[src/rtl/clint_pkg.sv]
// Shared definitions for the core-local interrupt timer: register offsets,
// reset constants, register/response encodings and the byte-merge helper.
package clint_pkg;

    // Byte offsets of the registers inside the timer region
    localparam logic [15:0] CLINT_MSIP_OFF        = 16'h0000;
    localparam logic [15:0] CLINT_MTIMECMP_LO_OFF = 16'h4000;
    localparam logic [15:0] CLINT_MTIMECMP_HI_OFF = 16'h4004;
    localparam logic [15:0] CLINT_MTIME_LO_OFF    = 16'hBFF8;
    localparam logic [15:0] CLINT_MTIME_HI_OFF    = 16'hBFFC;

    // mtimecmp resets to all ones so MTIP stays low until software programs it
    localparam logic [63:0] CLINT_MTIMECMP_RST = 64'hFFFF_FFFF_FFFF_FFFF;

    // Decoded register selected by a bus request
    typedef enum logic [2:0] {
        REG_MSIP,
        REG_CMP_LO,
        REG_CMP_HI,
        REG_TIME_LO,
        REG_TIME_HI,
        REG_NONE
    } clint_reg_e;

    // Response channel state: idle, or holding a response until rsp_ready
    typedef enum logic {
        RSP_IDLE,
        RSP_PEND
    } rsp_state_e;

    // Replace the bytes of old_w selected by wstrb with the matching bytes of wdata
    function automatic logic [31:0] clint_merge(input logic [31:0] old_w,
                                                input logic [31:0] wdata,
                                                input logic [3:0]  wstrb);
        logic [31:0] res;
        res = old_w;
        for (int unsigned i = 0; i < 4; i++) begin
            if (wstrb[i]) begin
                res[8*i +: 8] = wdata[8*i +: 8];
            end
        end
        return res;
    endfunction

endpackage

[src/rtl/clint_prescaler.sv]
// mtime tick generator: counts 0..PRESCALE-1 and pulses tick on the last
// count. Only instantiated when CLINT_PRESCALE_EN is defined.
module clint_prescaler #(
    parameter int unsigned PRESCALE = 10
) (
    input  logic clk,
    input  logic rst_n,
    output logic tick
);

    localparam int unsigned    CNT_W = (PRESCALE > 1) ? $clog2(PRESCALE) : 1;
    localparam logic [CNT_W-1:0] LAST = CNT_W'(PRESCALE - 1);

    logic [CNT_W-1:0] cnt_q;
    logic [CNT_W-1:0] cnt_d;

    // Tick on the terminal count, then restart from zero
    always_comb begin
        tick  = (cnt_q == LAST);
        cnt_d = tick ? '0 : cnt_q + CNT_W'(1);
    end

    // Counter register
    always_ff @(posedge clk or negedge rst_n) begin
        if (!rst_n) begin
            cnt_q <= '0;
        end else begin
            cnt_q <= cnt_d;
        end
    end

endmodule

[src/rtl/clint_timer.sv]
// Core-local interrupt timer: 64-bit mtime / mtimecmp, msip, and a single
// outstanding-response bus slave. Drives MTIP (timer_irq) and MSIP (sw_irq).
// Optional build macro: CLINT_PRESCALE_EN (mtime advances once per PRESCALE
// clocks instead of every clock).
module clint_timer
    import clint_pkg::*;
#(
    parameter int unsigned ADDR_W   = 16,
    parameter int unsigned PRESCALE = 10
) (
    input  logic              clk,
    input  logic              rst_n,
    input  logic              req_valid,
    output logic              req_ready,
    input  logic              req_we,
    input  logic [ADDR_W-1:0] req_addr,
    input  logic [31:0]       req_wdata,
    input  logic [3:0]        req_wstrb,
    output logic              rsp_valid,
    input  logic              rsp_ready,
    output logic [31:0]       rsp_rdata,
    output logic              rsp_err,
    output logic              timer_irq,
    output logic              sw_irq
);

    logic [63:0] mtime_q, mtime_d;
    logic [63:0] mtimecmp_q, mtimecmp_d;
    logic        msip_q, msip_d;
    logic        timer_irq_q, timer_irq_d;

    rsp_state_e  rsp_state_q, rsp_state_d;
    logic [31:0] rsp_rdata_q, rsp_rdata_d;
    logic        rsp_err_q, rsp_err_d;

    logic        tick;
    logic        accept;
    clint_reg_e  sel;
    logic [31:0] rd_word;
    logic [31:0] wr_word;

`ifdef CLINT_PRESCALE_EN
    clint_prescaler #(
        .PRESCALE(PRESCALE)
    ) u_prescaler (
        .clk  (clk),
        .rst_n(rst_n),
        .tick (tick)
    );
`else
    // Without the prescaler mtime advances every clock (PRESCALE >= 1 always holds)
    assign tick = (PRESCALE != 0);
`endif

    assign req_ready = (rsp_state_q == RSP_IDLE) || rsp_ready;
    assign accept    = req_valid && req_ready;

    // Address decode; misaligned or unmapped offsets select nothing
    always_comb begin
        sel = REG_NONE;
        if (req_addr[1:0] == 2'b00) begin
            if (req_addr == ADDR_W'(CLINT_MSIP_OFF)) begin
                sel = REG_MSIP;
            end else if (req_addr == ADDR_W'(CLINT_MTIMECMP_LO_OFF)) begin
                sel = REG_CMP_LO;
            end else if (req_addr == ADDR_W'(CLINT_MTIMECMP_HI_OFF)) begin
                sel = REG_CMP_HI;
            end else if (req_addr == ADDR_W'(CLINT_MTIME_LO_OFF)) begin
                sel = REG_TIME_LO;
            end else if (req_addr == ADDR_W'(CLINT_MTIME_HI_OFF)) begin
                sel = REG_TIME_HI;
            end
        end
    end

    // Current value of the selected register and its byte-merged write value
    always_comb begin
        rd_word = '0;
        case (sel)
            REG_MSIP:    rd_word = {31'b0, msip_q};
            REG_CMP_LO:  rd_word = mtimecmp_q[31:0];
            REG_CMP_HI:  rd_word = mtimecmp_q[63:32];
            REG_TIME_LO: rd_word = mtime_q[31:0];
            REG_TIME_HI: rd_word = mtime_q[63:32];
            default:     rd_word = '0;
        endcase
        wr_word = clint_merge(rd_word, req_wdata, req_wstrb);
    end

    // Register next state; a write to an mtime half overrides that cycle's tick
    always_comb begin
        mtime_d     = tick ? mtime_q + 64'd1 : mtime_q;
        mtimecmp_d  = mtimecmp_q;
        msip_d      = msip_q;
        timer_irq_d = (mtime_q >= mtimecmp_q);
        if (accept && req_we) begin
            case (sel)
                REG_MSIP:    msip_d             = wr_word[0];
                REG_CMP_LO:  mtimecmp_d[31:0]   = wr_word;
                REG_CMP_HI:  mtimecmp_d[63:32]  = wr_word;
                REG_TIME_LO: mtime_d            = {mtime_q[63:32], wr_word};
                REG_TIME_HI: mtime_d            = {wr_word, mtime_q[31:0]};
                default:     ;
            endcase
        end
    end

    // Response channel: retire on handshake, reload on accept (accept wins)
    always_comb begin
        rsp_state_d = rsp_state_q;
        rsp_rdata_d = rsp_rdata_q;
        rsp_err_d   = rsp_err_q;
        case (rsp_state_q)
            RSP_IDLE: ;
            RSP_PEND: begin
                if (rsp_ready) begin
                    rsp_state_d = RSP_IDLE;
                    rsp_rdata_d = '0;
                    rsp_err_d   = 1'b0;
                end
            end
            default: rsp_state_d = RSP_IDLE;
        endcase
        if (accept) begin
            rsp_state_d = RSP_PEND;
            rsp_rdata_d = (req_we || (sel == REG_NONE)) ? '0 : rd_word;
            rsp_err_d   = (sel == REG_NONE);
        end
    end

    // Timer state registers
    always_ff @(posedge clk or negedge rst_n) begin
        if (!rst_n) begin
            mtime_q     <= '0;
            mtimecmp_q  <= CLINT_MTIMECMP_RST;
            msip_q      <= 1'b0;
            timer_irq_q <= 1'b0;
        end else begin
            mtime_q     <= mtime_d;
            mtimecmp_q  <= mtimecmp_d;
            msip_q      <= msip_d;
            timer_irq_q <= timer_irq_d;
        end
    end

    // Response registers
    always_ff @(posedge clk or negedge rst_n) begin
        if (!rst_n) begin
            rsp_state_q <= RSP_IDLE;
            rsp_rdata_q <= '0;
            rsp_err_q   <= 1'b0;
        end else begin
            rsp_state_q <= rsp_state_d;
            rsp_rdata_q <= rsp_rdata_d;
            rsp_err_q   <= rsp_err_d;
        end
    end

    assign rsp_valid = (rsp_state_q == RSP_PEND);
    assign rsp_rdata = rsp_rdata_q;
    assign rsp_err   = rsp_err_q;
    assign timer_irq = timer_irq_q;
    assign sw_irq    = msip_q;

endmodule

[config.mk]
export PLATFORM = sky130hd
export DESIGN_NAME = clint_timer
export DESIGN_NICKNAME = d
export VERILOG_FILES = /design/src/rtl/clint_pkg.sv /design/src/rtl/clint_prescaler.sv /design/src/rtl/clint_timer.sv
export SDC_FILE = /design/constraint.sdc
export NUM_CORES = 1
export LEC_CHECK = 0
export ABC_CLOCK_PERIOD_IN_PS = 3000
export CAP_MARGIN = 40
export CORE_MARGIN = 1
export CORE_UTILIZATION = 55
export CTS_CLUSTER_DIAMETER = 80
export DETAILED_ROUTE_END_ITERATION = 8
export MAX_ROUTING_LAYER = met4
export PLACE_DENSITY = 0.76
export RECOVER_POWER = 25
export SETUP_SLACK_MARGIN = 0.2
export SYNTH_ARGS = -nofsm -noshare
export SYNTH_HDL_FRONTEND = slang
export SYNTH_SLANG_ARGS = --single-unit
export TNS_END_PERCENT = 30
[constraint.sdc]
create_clock -name clk -period 3 [get_ports clk]
set_input_delay 0.45 -clock clk [delete_from_list [all_inputs] [get_ports clk]]
set_output_delay 0.45 -clock clk [all_outputs]
set_load 0.05 [all_outputs]
==> flow_summary.ini, run 1 <==
[timing]
finalCriticalPeriod_ps = 2890
maxSlewHeadroom_pct = -43.9
fin_ws_ps = 107
finalMaxSlewViolations = 81
tightestPinTransition_ps = 2160
setup_violations = 0
fin_skew_ps = 15.9
rsz0062_at_grt = yes
fin_crit_sh_pct = 96.4
hold_viol_final = 0
max_freq_mhz = 346
fin_setup_tns_ps = 0
hold_ws_ps = 484

[grt]
overflow = 0
grt_pass1_vias = 10700
grt_max_degree = 82
antenna_found_initial = 0
track_usage_pct = 39.5
grt_pass1_wl_mm = 59.4

[floorplanning]
rows = 51
dieHeight_um = 143
coreArea_sq_um = 19500
start_util_pct = 56.3
pin_count = 94
die-area_sq_um = 20600
fp.dieW_um = 143

[power_and_ir_drop]
seqPwrFrac_pct = 46.0
power.internal_mw = 3.69
power_frac_clock_pct = 42.2
p_leak_nw = 5.06
p_per_area_nw_per_um2 = 387
comb_power_share_pct = 11.8
vdd_drop_max_mv = 0.351
swShare_pct = 28.3
power.switching_mw = 1.45

[drt]
drtIter0Drc = 1377
first_pass_iters = 6
drc = 0
avgRoutedWirePerCell_um = 22.7
vias = 11200
vias_per_cell = 6.72
routed_wl_mm = 37.7
ant_nets = 0

[synth]
synth.distinct_cells = 77
synth_ff_type = dfrtp_1
ys_ff_latch = 164
synth-edff-count = 0
synth.yosys.seq_area_share_pct = 38.0
synth-async-reset-ratio_pct = 100
ys_warn_count = 0
syn_nets = 1383
postSynthAreaPerCell_sq_um = 8.72
syn-cell-area_sq_um = 11000
syn_inst = 1261

[finish]
layout_common_cells = nand3_1 (148), nand2_1 (118), dfrtp_1 (100), clkdlybuf4s50_1 (92), o21ai_0 (91)
drive_gt1_share_pct = 16.1
final_nets = 1508
diodes = 0
area_delta_synth_final_pct = 20.7
final_area_sq_um = 13300
mostFrequentLayoutCell = nand3_1
final_cell_count_no_fill = 1664
fillCellCount = 1622

[setup_path]
arrival_ps = 3260
critPathKind = flop to flop
worstSetupStartpointType = flop
crit_required_ps = 3370
path_max_fanout = 3
cp-end-kind = flop

[clock_tree]
cts_tree = built
root_buffer = clkbuf_16
cts_max_path_buffers = 2
cts_buffers = 17
clock_latency_ps = 440
htreeDepth = 4
cts_setup_buffers = 0
clkTransAtPathRegs_ps = 70
cts_sinks = 164

[run]
drv_cap = 1

[placed_design]
dpl_cell_area_sq_um = 12700
post-place-ws_ps = -178
hpwl_mm = 27.2
gp_congestion = 0.976
portBuffers = 93
placed_cells = 1632

[status]
violations = capacitance limit, slew limit
outcome = finished, violations left

[hold_path]
hp-class = flop to flop
routing by layer:
| layer | wire (um) | vias to the layer above | global-route usage [%] | part of all wire, % |
|---|---|---|---|---|
| met5 | 0 | - | - | 0 |
| met4 | 1790 | 0 | 18.6 | 4.7 |
| met3 | 3950 | 143 | 8.96 | 10 |
| met2 | 16500 | 740 | 57.2 | 44 |
| met1 | 15500 | 5328 | 52.3 | 41 |
| li1 | - | 4968 | - | - |
worst paths after layout:
kind                       slack, ps                  startpoint  cells after the start                    endpoint
max                              110  mtimecmp_q[22]$_DFFE_PN1P_                      9         timer_irq$_DFF_PN0_
min in group asynchronous        630                       rst_n                      1    rsp_rdata[6]$_DFFE_PN0P_
min reg2reg                      480  mtimecmp_q[23]$_DFFE_PN1P_                      2  mtimecmp_q[23]$_DFFE_PN1P_
max reg2reg                      110  mtimecmp_q[22]$_DFFE_PN1P_                      9         timer_irq$_DFF_PN0_
min                              480  mtimecmp_q[23]$_DFFE_PN1P_                      2  mtimecmp_q[23]$_DFFE_PN1P_
max in group asynchronous        590                       rst_n                      2     mtime_q[24]$_DFFE_PN0P_
power by group through the flow:
stage | logic [mW] | clock network [mW] | registers [mW]
after floorplan | 0.309 | 0 | 2.37
after global placement | 0.583 | 0 | 2.40
after detailed placement | 0.597 | 0 | 2.40
after CTS | 0.601 | 2.19 | 2.36
after global routing | 0.676 | 2.28 | 2.37
final | 0.609 | 2.17 | 2.37
synthesized netlist by cell type (5+ instances only):
master / count / share of area, %
a211o_1: 6 / 0.48
a211oi_1: 10 / 0.68
a21o_1: 15 / 1.0
a21oi_1: 38 / 1.7
a221oi_1: 6 / 0.48
a22o_1: 36 / 2.9
a31oi_1: 8 / 0.46
and2_1: 9 / 0.51
and3_1: 14 / 0.80
and4_1: 10 / 0.80
buf_2: 25 / 1.1
clkbuf_1: 46 / 1.6
dfrtp_1: 100 / 23
dfstp_2: 64 / 15
ha_1: 65 / 7.4
inv_1: 81 / 2.8
mux2i_1: 28 / 2.5
nand2_1: 119 / 4.1
nand2b_1: 8 / 0.46
nand3_1: 148 / 6.7
nand4_1: 53 / 3.0
nor2_1: 45 / 1.5
nor2b_1: 12 / 0.68
nor3_1: 32 / 1.5
nor4_1: 18 / 1.0
o2111ai_1: 5 / 0.40
o211ai_1: 14 / 0.96
o21a_1: 8 / 0.55
o21ai_0: 91 / 4.1
o22ai_1: 11 / 0.63
o311ai_0: 5 / 0.40
o31ai_1: 33 / 2.3
xnor2_1: 10 / 0.80
xor2_1: 5 / 0.40
stage by stage:
step,utilization (%),power [mW]
final,68.0,5.15
after global routing,68.0,5.32
after global placement,65.2,2.98
after floorplan,-,2.68
after CTS,68.1,5.15
after detailed placement,65.2,3.00
what timing repair did:
item                                    in CTS  in global routing
hold buffers                                 0                  0
endpoints found under the setup margin       0                  2
gates resized for setup                      0                  1
worst max-delay path: stages (launching register included):
cell	delay [ps]
dfstp_2	560
inv_1	50
ha_1	290
and4_1	260
nor4bb_1	780
o211ai_1	210
a221oi_1	260
buf_4	170
or4_1	90
a311o_1	150
area by class of cell:
type	count	area, sq um	share of cell area (%)
well taps	265	332	2.50
clock buffers	19	443	3.34
inverters	81	304	2.29
flip-flops and latches	164	4180	31.5
repair buffers	184	1680	12.7
multi-input cells	938	6210	46.8
clock inverters	13	124	0.933
cells by family (layout without fill, tap and decap cells):
group,Yosys count,count (layout),synth area share (%)
AND/OR/NAND/NOR,505,505,24.6
AO/OA/AOI/OAI,325,325,20.3
flip-flops,164,164,38.0
buffers and inverters,159,297,5.92
adder cells (fa/ha/maj),65,65,7.39
multiplexers,28,28,2.55
XOR/XNOR,15,15,1.19
flip-flops by register name (all words and copies together), names as in the netlist:
signal and flops:
sw_irq 1, rsp_err 1, mtimecmp_q 64, rsp_valid 1, timer_irq 1, rsp_rdata 32, mtime_q 64
Power figures use the tool's default switching activity.
==> inputs of run 2 (changes only) <==
- TNS_END_PERCENT: 30 -> 10
==> results of run 2 <==
Same layout as run 1: the final DEF is identical, and so are final timing and power.
==> inputs of run 3 (changes only) <==
- CORE_ASPECT_RATIO: unset -> 0.6
- HOLD_SLACK_MARGIN: unset -> 0.15
==> flow_summary.ini, run 3 (synthesized netlist as in run 1, its figures left out) <==
[finish]
diodes = 0
final_nets = 1522
area_delta_synth_final_pct = 22.2
drive_gt1_share_pct = 16.7
fillCellCount = 1585
layout_common_cells = nand3_1 (148), nand2_1 (118), dfrtp_1 (100), buf_4 (97), clkdlybuf4s50_1 (91)
final_cell_count_no_fill = 1679
mostFrequentLayoutCell = nand3_1

[timing]
fin_ws_ps = 190
hold_ws_ps = 467
finalMaxSlewViolations = 72
rsz0062_at_grt = no
fin_crit_sh_pct = 93.7
maxSlewHeadroom_pct = -30.5
hold_viol_final = 0
tightestPinTransition_ps = 1960
finalCriticalPeriod_ps = 2810
fin_setup_tns_ps = 0
max_freq_mhz = 356
setup_violations = 0
fin_skew_ps = 10.4

[floorplanning]
coreArea_sq_um = 19300
start_util_pct = 56.9
fp.dieW_um = 185
pin_count = 94
rows = 39
die-area_sq_um = 20600
dieHeight_um = 112

[clock_tree]
clkTransAtPathRegs_ps = 70
cts_tree = built
cts_buffers = 17
cts_setup_buffers = 0
htreeDepth = 4
cts_max_path_buffers = 2
cts_sinks = 164
clock_latency_ps = 440
root_buffer = clkbuf_16

[hold_path]
hp-class = flop to flop

[grt]
antenna_found_initial = 0
overflow = 0
track_usage_pct = 42.2
grt_pass1_wl_mm = 63.6
grt_max_degree = 73
grt_pass1_vias = 11000

[placed_design]
hpwl_mm = 29.9
gp_congestion = 1.00
portBuffers = 93
post-place-ws_ps = 65.7
placed_cells = 1646

[setup_path]
cp-end-kind = flop
cpPeakStageDelay_ps = 580
crit_chain = inv_1, ha_1, and4_1, nor4bb_2, o211ai_1, a221oi_1, or4_1, a311o_1
worstSetupStartpointType = flop
cpLargestDelayFamily = simple AND/OR/NAND/NOR gates
path_buf_inv = 1
critPathKind = flop to flop
crit_required_ps = 3370
path_max_fanout = 3
arrival_ps = 3180
crit_path_top_delay_cell = nor4bb_2

[drt]
ant_nets = 0
avgRoutedWirePerCell_um = 24.5
wl_met1_mm = 17.6
first_pass_iters = 6
vias_per_cell = 6.82
drc = 0
drtIter0Drc = 1520
met3WireLength_mm = 6.03
vias = 11400
routed_wl_mm = 41.1
top_layer = met4
met2_length_mm = 16.3

[power_and_ir_drop]
p_leak_nw = 5.17
design_power_total_mw = 5.34
p_per_area_nw_per_um2 = 398
vdd_drop_max_mv = 0.411

[status]
outcome = finished, violations left
violations = capacitance limit, slew limit

[run]
drv_cap = 1
-- run 3: tightest hold or removal path: cells and delay by family (launching register included) --
family | cells | cell delay, ps
and+or+nand+nor | 2 | 100
DFF | 1 | 340
-- run 3: final timing paths --
path                       cells past startpoint                   endpoint  slack [ps]                  startpoint
hold reg to reg                                2   rsp_rdata[5]$_DFFE_PN0P_         470    rsp_rdata[5]$_DFFE_PN0P_
min in group asynchronous                      2     mtime_q[0]$_DFFE_PN0P_        1060                       rst_n
max in group asynchronous                      3  mtimecmp_q[7]$_DFFE_PN1P_         570                       rst_n
setup reg to reg                               8        timer_irq$_DFF_PN0_         190  mtimecmp_q[23]$_DFFE_PN1P_
hold / removal                                 2   rsp_rdata[5]$_DFFE_PN0P_         470    rsp_rdata[5]$_DFFE_PN0P_
setup / recovery                               8        timer_irq$_DFF_PN0_         190  mtimecmp_q[23]$_DFFE_PN1P_
-- run 3: layout make-up --
class	instances	area, sq um	area share [%]
Tap cell	266	333	2.48
Clock buffer	21	450	3.35
Inverter	81	304	2.26
Sequential cell	164	4180	31.1
Multi-Input combinational cell	938	6220	46.3
Timing Repair Buffer	198	1790	13.3
Clock inverter	11	159	1.18
-- run 3: per-layer routing --
layer / GRT usage (%) / vias up
li1: - / 5003
met1: 60.0 / 5471
met2: 55.8 / 860
met3: 14.5 / 111
met4: 12.6 / 0
met5: - / -
-- run 3: metrics by stage --
step                      instance area, sq um  util, %
after floorplan                          11000        -
after global placement                   12800     66.3
after detailed placement                 12800     66.3
after CTS                                13400     69.5
after global routing                     13400     69.5
final                                    13400     69.5
-- run 3: power by group --
part	internal [mW]	total [mW]	leakage, nW	switching (mW)
combinational	0.254	0.638	2.97	0.384
sequential	2.27	2.36	1.89	0.0958
clock	1.41	2.34	0.304	0.932
total	3.93	5.34	5.17	1.41
-- run 3: repair_timing --
item	in CTS	in global routing
hold buffers	1	0
gates resized for setup	0	3
endpoints found under the setup margin	0	1
endpoints found under the hold margin	44	0
